File: src/rtl/mem_dump_reader.sv
// mem_dump_reader: reads WORD_COUNT words from BASE_ADDR and streams them out as big-endian bytes.
// Define DUMP_CHECKSUM_EN to append a two's-complement checksum byte after the data.
module mem_dump_reader #(
    parameter logic [31:0] BASE_ADDR  = 32'd0,
    parameter int          WORD_COUNT = 300,
    parameter int          CNT_WIDTH  = 16
) (
    input  logic        clock_i,
    input  logic        reset_n_i,
    input  logic        start_i,
    output logic        busy_o,
    output logic        done_o,
    output logic [31:0] mem_address_o,
    output logic        mem_read_enabled_o,
    input  logic [31:0] mem_data_i,
    output logic [7:0]  tx_data_o,
    output logic        tx_valid_o,
    input  logic        tx_ready_i
);
`ifdef DUMP_CHECKSUM_EN
    typedef enum logic [2:0] {IDLE, REQ, LATCH, SEND, CKSUM, DONE} state_t;
`else
    typedef enum logic [2:0] {IDLE, REQ, LATCH, SEND, DONE} state_t;
`endif
    localparam logic [CNT_WIDTH-1:0] LAST = CNT_WIDTH'(WORD_COUNT);
    state_t               state_q;
    logic [CNT_WIDTH-1:0] cnt_q, cnt_d;
    logic [1:0]           idx_q, idx_d;
    logic [31:0]          word_q, addr_q;
    logic [7:0]           tx_data_q;
    logic                 busy_q, done_q, re_q, tx_valid_q, accept;
`ifdef DUMP_CHECKSUM_EN
    logic [7:0]           sum_q, sum_d;
    assign sum_d = sum_q + tx_data_q;
`endif
    assign cnt_d  = cnt_q + CNT_WIDTH'(1);
    assign idx_d  = idx_q - 2'd1;
    assign accept = tx_valid_q & tx_ready_i;
    always_ff @(posedge clock_i or negedge reset_n_i) begin
        if (!reset_n_i) begin
            state_q    <= IDLE;
            cnt_q      <= '0;
            idx_q      <= 2'd3;
            word_q     <= '0;
            addr_q     <= BASE_ADDR;
            tx_data_q  <= '0;
            busy_q     <= 1'b0;
            done_q     <= 1'b0;
            re_q       <= 1'b0;
            tx_valid_q <= 1'b0;
`ifdef DUMP_CHECKSUM_EN
            sum_q      <= '0;
`endif
        end else begin
            done_q <= 1'b0;
            case (state_q)
                IDLE: if (start_i) begin
                    busy_q <= 1'b1;
                    cnt_q  <= '0;
`ifdef DUMP_CHECKSUM_EN
                    sum_q  <= '0;
`endif
                    if (WORD_COUNT == 0) begin
`ifdef DUMP_CHECKSUM_EN
                        state_q    <= CKSUM;
                        tx_data_q  <= 8'h00;
                        tx_valid_q <= 1'b1;
`else
                        state_q <= DONE;
                        done_q  <= 1'b1;
`endif
                    end else begin
                        state_q <= REQ;
                        addr_q  <= BASE_ADDR;
                        re_q    <= 1'b1;
                    end
                end
                REQ: begin
                    state_q <= LATCH;
                    re_q    <= 1'b0;
                end
                LATCH: begin
                    state_q    <= SEND;
                    word_q     <= mem_data_i;
                    idx_q      <= 2'd3;
                    tx_data_q  <= mem_data_i[31:24];
                    tx_valid_q <= 1'b1;
                end
                SEND: if (accept) begin
`ifdef DUMP_CHECKSUM_EN
                    sum_q <= sum_d;
`endif
                    if (idx_q != 2'd0) begin
                        idx_q     <= idx_d;
                        tx_data_q <= 8'(word_q >> {idx_d, 3'b000});
                    end else begin
                        cnt_q      <= cnt_d;
                        tx_valid_q <= 1'b0;
                        if (cnt_d != LAST) begin
                            state_q <= REQ;
                            addr_q  <= BASE_ADDR + 32'(cnt_d);
                            re_q    <= 1'b1;
                        end else begin
`ifdef DUMP_CHECKSUM_EN
                            state_q    <= CKSUM;
                            tx_data_q  <= -sum_d;
                            tx_valid_q <= 1'b1;
`else
                            state_q <= DONE;
                            done_q  <= 1'b1;
`endif
                        end
                    end
                end
`ifdef DUMP_CHECKSUM_EN
                CKSUM: if (accept) begin
                    state_q    <= DONE;
                    done_q     <= 1'b1;
                    tx_valid_q <= 1'b0;
                end
`endif
                DONE: begin
                    state_q <= IDLE;
                    busy_q  <= 1'b0;
                end
                default: state_q <= IDLE;
            endcase
        end
    end
    assign busy_o             = busy_q;
    assign done_o             = done_q;
    assign mem_address_o      = addr_q;
    assign mem_read_enabled_o = re_q;
    assign tx_data_o          = tx_data_q;
    assign tx_valid_o         = tx_valid_q;
endmodule

File: config.mk
export PLATFORM = sky130hd
export DESIGN_NAME = mem_dump_reader
export DESIGN_NICKNAME = d
export VERILOG_FILES = /design/src/rtl/mem_dump_reader.sv
export SDC_FILE = /design/constraint.sdc
export NUM_CORES = 1
export LEC_CHECK = 0
export BUFFER_PORTS_ARGS = -buffer_cell sky130_fd_sc_hd__buf_4
export CORE_MARGIN = 4
export CORE_UTILIZATION = 45
export DETAILED_ROUTE_END_ITERATION = 6
export PLACE_DENSITY = 0.72
export SYNTH_ARGS = -nofsm -noshare
export SYNTH_HDL_FRONTEND = slang
export SYNTH_SLANG_ARGS = --single-unit
File: constraint.sdc
create_clock -name clock_i -period 7.1 [get_ports clock_i]
set_input_delay 0.71 -clock clock_i [delete_from_list [all_inputs] [get_ports clock_i]]
set_output_delay 0.71 -clock clock_i [all_outputs]
set_load 0.02 [all_outputs]
# Word-level counts from Yosys, hierarchy flattened
# Index checks and enable logic that the tools add are counted.
[totals] ff_bits=97 inputBits=36 out_inout_bits=44 word_cells=70
[op_classes] addsub=2 eq_ne=10 shift=1 n_mux=33 bitwise_logic=1 n_reduce_logical=13
[ops] operator="$mux 32" n=4
[ops] operator="$pmux 32 s2" n=1
[ops] operator="$mux 16" n=3
[ops] operator="$pmux 16 s2" n=1
[ops] operator="$shr 32x5->8" n=1
[ops] operator="$add 16x1->16 const B" n=1
[ops] operator="$mux 8" n=2
[ops] operator="$ne 16x9->1 const B" n=1
[ops] operator="$pmux 8 s2" n=1
[ops] operator="$mux 3" n=4
[ops] operator="$pmux 3 s4" n=1
[ops] operator="$mux 1" n=10
[ops] operator="$ne 2x2->1 const B" n=5
[ops] operator="$reduce_and 5->1" n=2
[ops] operator="$reduce_and 3->1" n=3
[ops] operator="$reduce_bool 2->1" n=4
[ops] operator="$eq 3x2->1 const B" n=2
[ops] operator="$mux 2" n=2
[ops] operator="$pmux 1 s2" n=2
[ops] operator="$pmux 2 s2" n=1
[ops] operator="$reduce_and 4->1" n=1
[ops] operator="$eq 3x1->1 const B" n=1
[ops] operator="$eq 3x3->1 const B" n=1
[ops] operator="$logic_not 3->1" n=1
[ops] operator="5 further kinds" n=5

# Longest topological paths before layout
[logic_depth] ltp_word=6 mapped_depth=11 ltp_nobuf=8

# Worst setup path before layout
# OpenSTA, ideal clock, no wires.
[synth_path] kind="register -> register" startpoint="register idx_q[0]" endpoint="register addr_q[0], in the netlist mem_address_o[0]" setup_time_ns=0.081 t_arrival_ns=2.474 required_time_ns=7.019 setup_slack_ns=4.544 stages_incl_launch_ff=10 path_cell_list="dfstp_2 > buf_1 > inv_1 > ha_1 > and3_1 > and3_1 > o21bai_1 > o21ba_2 > buf_6 > o22ai_2"
[synth_via] elab_chain_cells=3
[synth_lines] item="start: declaration" line="28" text="logic [1:0] idx_q, idx_d;"
[synth_lines] item="start signal: assignment" line="94" text="idx_q <= idx_d;"
[synth_lines] item="$reduce_bool 2->1" line="93" text="if (idx_q != 2'd0) begin"
[synth_lines] item="$ne 2x2->1 (no source line)"
[synth_lines] item="$reduce_and 5->1 (no source line)"
[synth_lines] item="end signal: assignment" line="101" text="addr_q <= BASE_ADDR + 32'(cnt_d);"
[synth_lines] item="end: declaration" line="29" text="logic [31:0] word_q, addr_q;"
# No other way between the ends.
# A chain may end at the register's enable or synchronous reset.

# Worst setup path in the final report
[layout_path] startpoint="register cnt_q[0]" endpoint="register addr_q[2], in the netlist mem_address_o[2]"
[layout_via] elab_chain_cells=5 word_cells_on_any_way=8 classes_between="add/sub (1); eq/ne (2); mux (4); reduce/logical (1)"
[layout_lines] item="start: declaration" line="27" text="logic [CNT_WIDTH-1:0] cnt_q, cnt_d;"
[layout_lines] item="start signal: assignment" line="97" text="cnt_q <= cnt_d;"
[layout_lines] item="$add 16x1->16 (*)" line="36" text="assign cnt_d = cnt_q + CNT_WIDTH'(1);"
[layout_lines] item="parallel branches: the longest is 4 deep, another holds $ne 16x9->1"
# Every way passes the cells marked *. The select of a mux whose other input is x is not followed.

==> results by group <==
Detailed routing
  • Final routed DRC violation total: 0
  • Vias: 3060
  • Remaining number of nets flagged by the antenna check after routing: 0
  • Routed WL per cell: 15.3 um
  • Number of search-and-repair iterations in the first detailed-routing pass: 4
  • Final Routed Wirelength: a little under 9 mm
  • Vias per cell: 5.25
  • DRC marker count from the first detailed-route iteration: approximately 110

Pwr
  • Switching component of the power: approximately 0.6 mW
  • Proportion of total power due to net switching: 34.8%
  • Lkg Pwr: 2.21 nW
  • Clock share of power: about a fifth
  • Flop pwr share: 43.5%
  • Internal portion of total power: between 1 and 1.5 mW
  • Combinational fraction of design power: approximately 37%
  • Total Power Consumption: 1.71 mW
  • IR drop worst, VDD: between 0.2 and 0.25 mV
  • Cell area power density: 347 nW/um2

Worst setup path
  • CP Data Arrival Time: 3300 ps
  • Setup crit end kind: flop
  • Startpoint type of the worst setup path: flop
  • Critical Path Fanout Max: 14
  • Path type of the worst setup path: flop to flop
  • Slowest library cell on the worst path: o21ai_4
  • Cell family with the largest share of critical-path delay: simple AND/OR/NAND/NOR gates
  • Longest individual stage delay on the worst path: 520 ps
  • Buffers and inverters on the worst path: 0
  • Endpoint required time on the critical path: roughly 7300 ps
  • CP cell instances: ha_1 > nand3_2 > or3_1 > mux2i_4 > nand4bb_2 > o21ai_4 > o22ai_1 > a31o_1

Clocking
  • Clock transition at the registers of the reported paths: 90 ps
  • Post-CTS resize count: 0
  • Clock latency on the worst-skew pair: 360 ps
  • Sinks on Clock Net: 81
  • CTS tree: yes
  • Maximum clock path buffer count: 2
  • Number of levels the H-tree was split into: 3
  • Clock root buffer: clkbuf_8
  • CTS buffer count: 9
  • Postcts setup bufs: 0
  • Count of hold buffers inserted by post-cts repair: 0

Timing
  • Total count of hold-check failures in the final report: 0
  • Worst hold margin: 511 ps
  • Min Tclk post-route: 3060 ps
  • Clock skew: 10.3 ps
  • Worst slew pin tran: 1010 ps
  • Unrepaired setup endpoints after global routing: no
  • Final slew viol count: 0
  • Max_slew headroom: 32.9%
  • Final Cycle Share: 43.0%
  • Final-layout setup total negative slack: 0 ps
  • Final setup violation count: 0
  • Max Clk Rate: 0.327 GHz

Placement
  • Buffers added on ports: 63
  • HPWL after DPL: between 6 and 7 mm
  • Number of placed instances, taps included: between 500 and 600
  • Final GP Congestion: 0.860
  • Post-detailed-placement cell area: about 4700 um2

Logic synthesis
  • Cell types with the largest area share after synthesis: dfrtp_1 (46%), mux2_2 (8.4%), nand2_1 (4.4%)
  • Register bit total from synthesis: 81
  • Synth Flop Type: dfrtp_1
  • Synthesized area: 4270 um2
  • Synth warnings: 0
  • Synthesized area per cell: 10.7 um2
  • Number of unique standard cell types used by synthesis: 65
  • Share of flip-flops with an asynchronous set or reset: 100%
  • Library cell occupying the most area in the post-synthesis netlist: dfrtp_1
  • Proportion of synthesized chip area in sequential cells: ~48%
  • Post-synth EDFFs: 0
  • Top-area cell type share of the netlist area: 46.3%
  • Gate count of the mapped netlist: ~400

Global route
  • Pin count of the biggest net entering global routing: 82
  • Initial antenna violation count: 0
  • Vias in the first global route: 3063
  • First-pass GRT wire length: 15.1 mm
  • Gr ovfl total: 0
  • Total routing usage reported by global routing: 16.8%

Cells and area
  • Antenna diodes: 0
  • Non-Filler Instances: ~580
  • Ratio of cells with drive above 1 in the final layout: 33.9%
  • Leading cell type in the layout, fill and taps excluded: dfrtp_1
  • Area growth from synthesis to layout: 15.8%
  • Number of nets in the final layout: 487
  • Most used cells in the layout excluding fill and tap cells: dfrtp_1 (79), buf_4 (66), nand2_1 (50)
  • Post-layout instance area: 4940 um2

Die
  • Ports placed on the boundary: 80
  • Total die area: 11100 um2
  • Core box area: 9240 um2
  • Die Y: 105 um
  • Effective utilization at floorplan: 46.2%
  • Row count: 35
  • Chip width: 105 um

Status
  • Run status: finished, final reports clean

Min path
  • Class of the tightest hold or removal check: input pin to asynchronous set/reset pin

Run
  • Max-cap violations: 0
final cells by class:
cell class,instances,area [um2]
Inverter,20,75.1
Clock inverter,6,55.1
Fill cell,821,4300
Timing Repair Buffer,66,495
Sequential cell,81,2030
Clock buffer,10,138
Tap cell,129,161
Multi-Input combinational cell,271,1980
synthesized netlist by cell type, types with 8 or more instances:
library cell,n
inv_1,20
nand2_1,50
nor3_1,8
buf_4,16
mux4_2,8
buf_2,8
a31oi_1,12
nand3_1,13
clkbuf_1,12
mux2_2,32
a21oi_1,9
o21ai_0,12
dfrtp_1,79
nor2_1,28
sequential cells by signal, summed over array words and instances (netlist names):
| name | flops |
|---|---|
| mem_read_enabled_o | 1 |
| tx_valid_o | 1 |
| done_o | 1 |
| mem_address_o | 16 |
| idx_q | 2 |
| word_q | 32 |
| tx_data_o | 8 |
| state_q | 3 |
| cnt_q | 16 |
| busy_o | 1 |
routing by layer:
| layer | share of wire [%] | wire length, um | GRT usage, % | vias to the layer above |
|---|---|---|---|---|
| li1 | - | - | - | 1456 |
| met1 | 42 | 3790 | 21.1 | 1510 |
| met2 | 49 | 4400 | 27.3 | 83 |
| met3 | 6.9 | 617 | 5.88 | 11 |
| met4 | 1.3 | 112 | 4.97 | 0 |
| met5 | 0 | 0 | 0 | - |
cell families after synthesis:
| group | Yosys count | share of synthesized area, % |
|---|---|---|
| buffers and inverters | 60 | 7.30 |
| AND/OR/NAND/NOR | 129 | 15.8 |
| flip-flops | 81 | 47.6 |
| AO/OA/AOI/OAI | 71 | 12.9 |
| XOR/XNOR | 11 | 2.26 |
| adder cells (fa/ha/maj) | 2 | 0.587 |
| multiplexers | 42 | 13.4 |
| other | 1 | 0.0879 |
power by group through the flow:
stage / Combinational (mW) / Sequential, mW / Clock [mW]
after floorplan: 0.391 / 0.798 / 0
after global placement: 0.632 / 0.749 / 0
after detailed placement: 0.649 / 0.759 / 0
after CTS: 0.651 / 0.750 / 0.338
after global routing: 0.699 / 0.774 / 0.362
final: 0.640 / 0.746 / 0.328
final timing paths:
kind / startpoint / endpoint / slack (ps) / cells after the start
max in group asynchronous: reset_n_i / cnt_q[0] / 5930 / 1
min: reset_n_i / mem_address_o[9] / 510 / 1
max reg2reg: cnt_q[0] / mem_address_o[2] / 4040 / 8
min reg2reg: word_q[3] / word_q[3] / 510 / 1
min in group clock_i: word_q[3] / word_q[3] / 510 / 1
max: cnt_q[0] / mem_address_o[2] / 4040 / 8
metrics by stage:
step,utilization (%),setup WS [ps]
after floorplan,-,4540
after global placement,51.3,4180
after detailed placement,51.3,4060
after CTS,53.4,4050
after global routing,53.4,3880
final,53.4,4040
No activity file was read; power rests on OpenSTA's default activity.
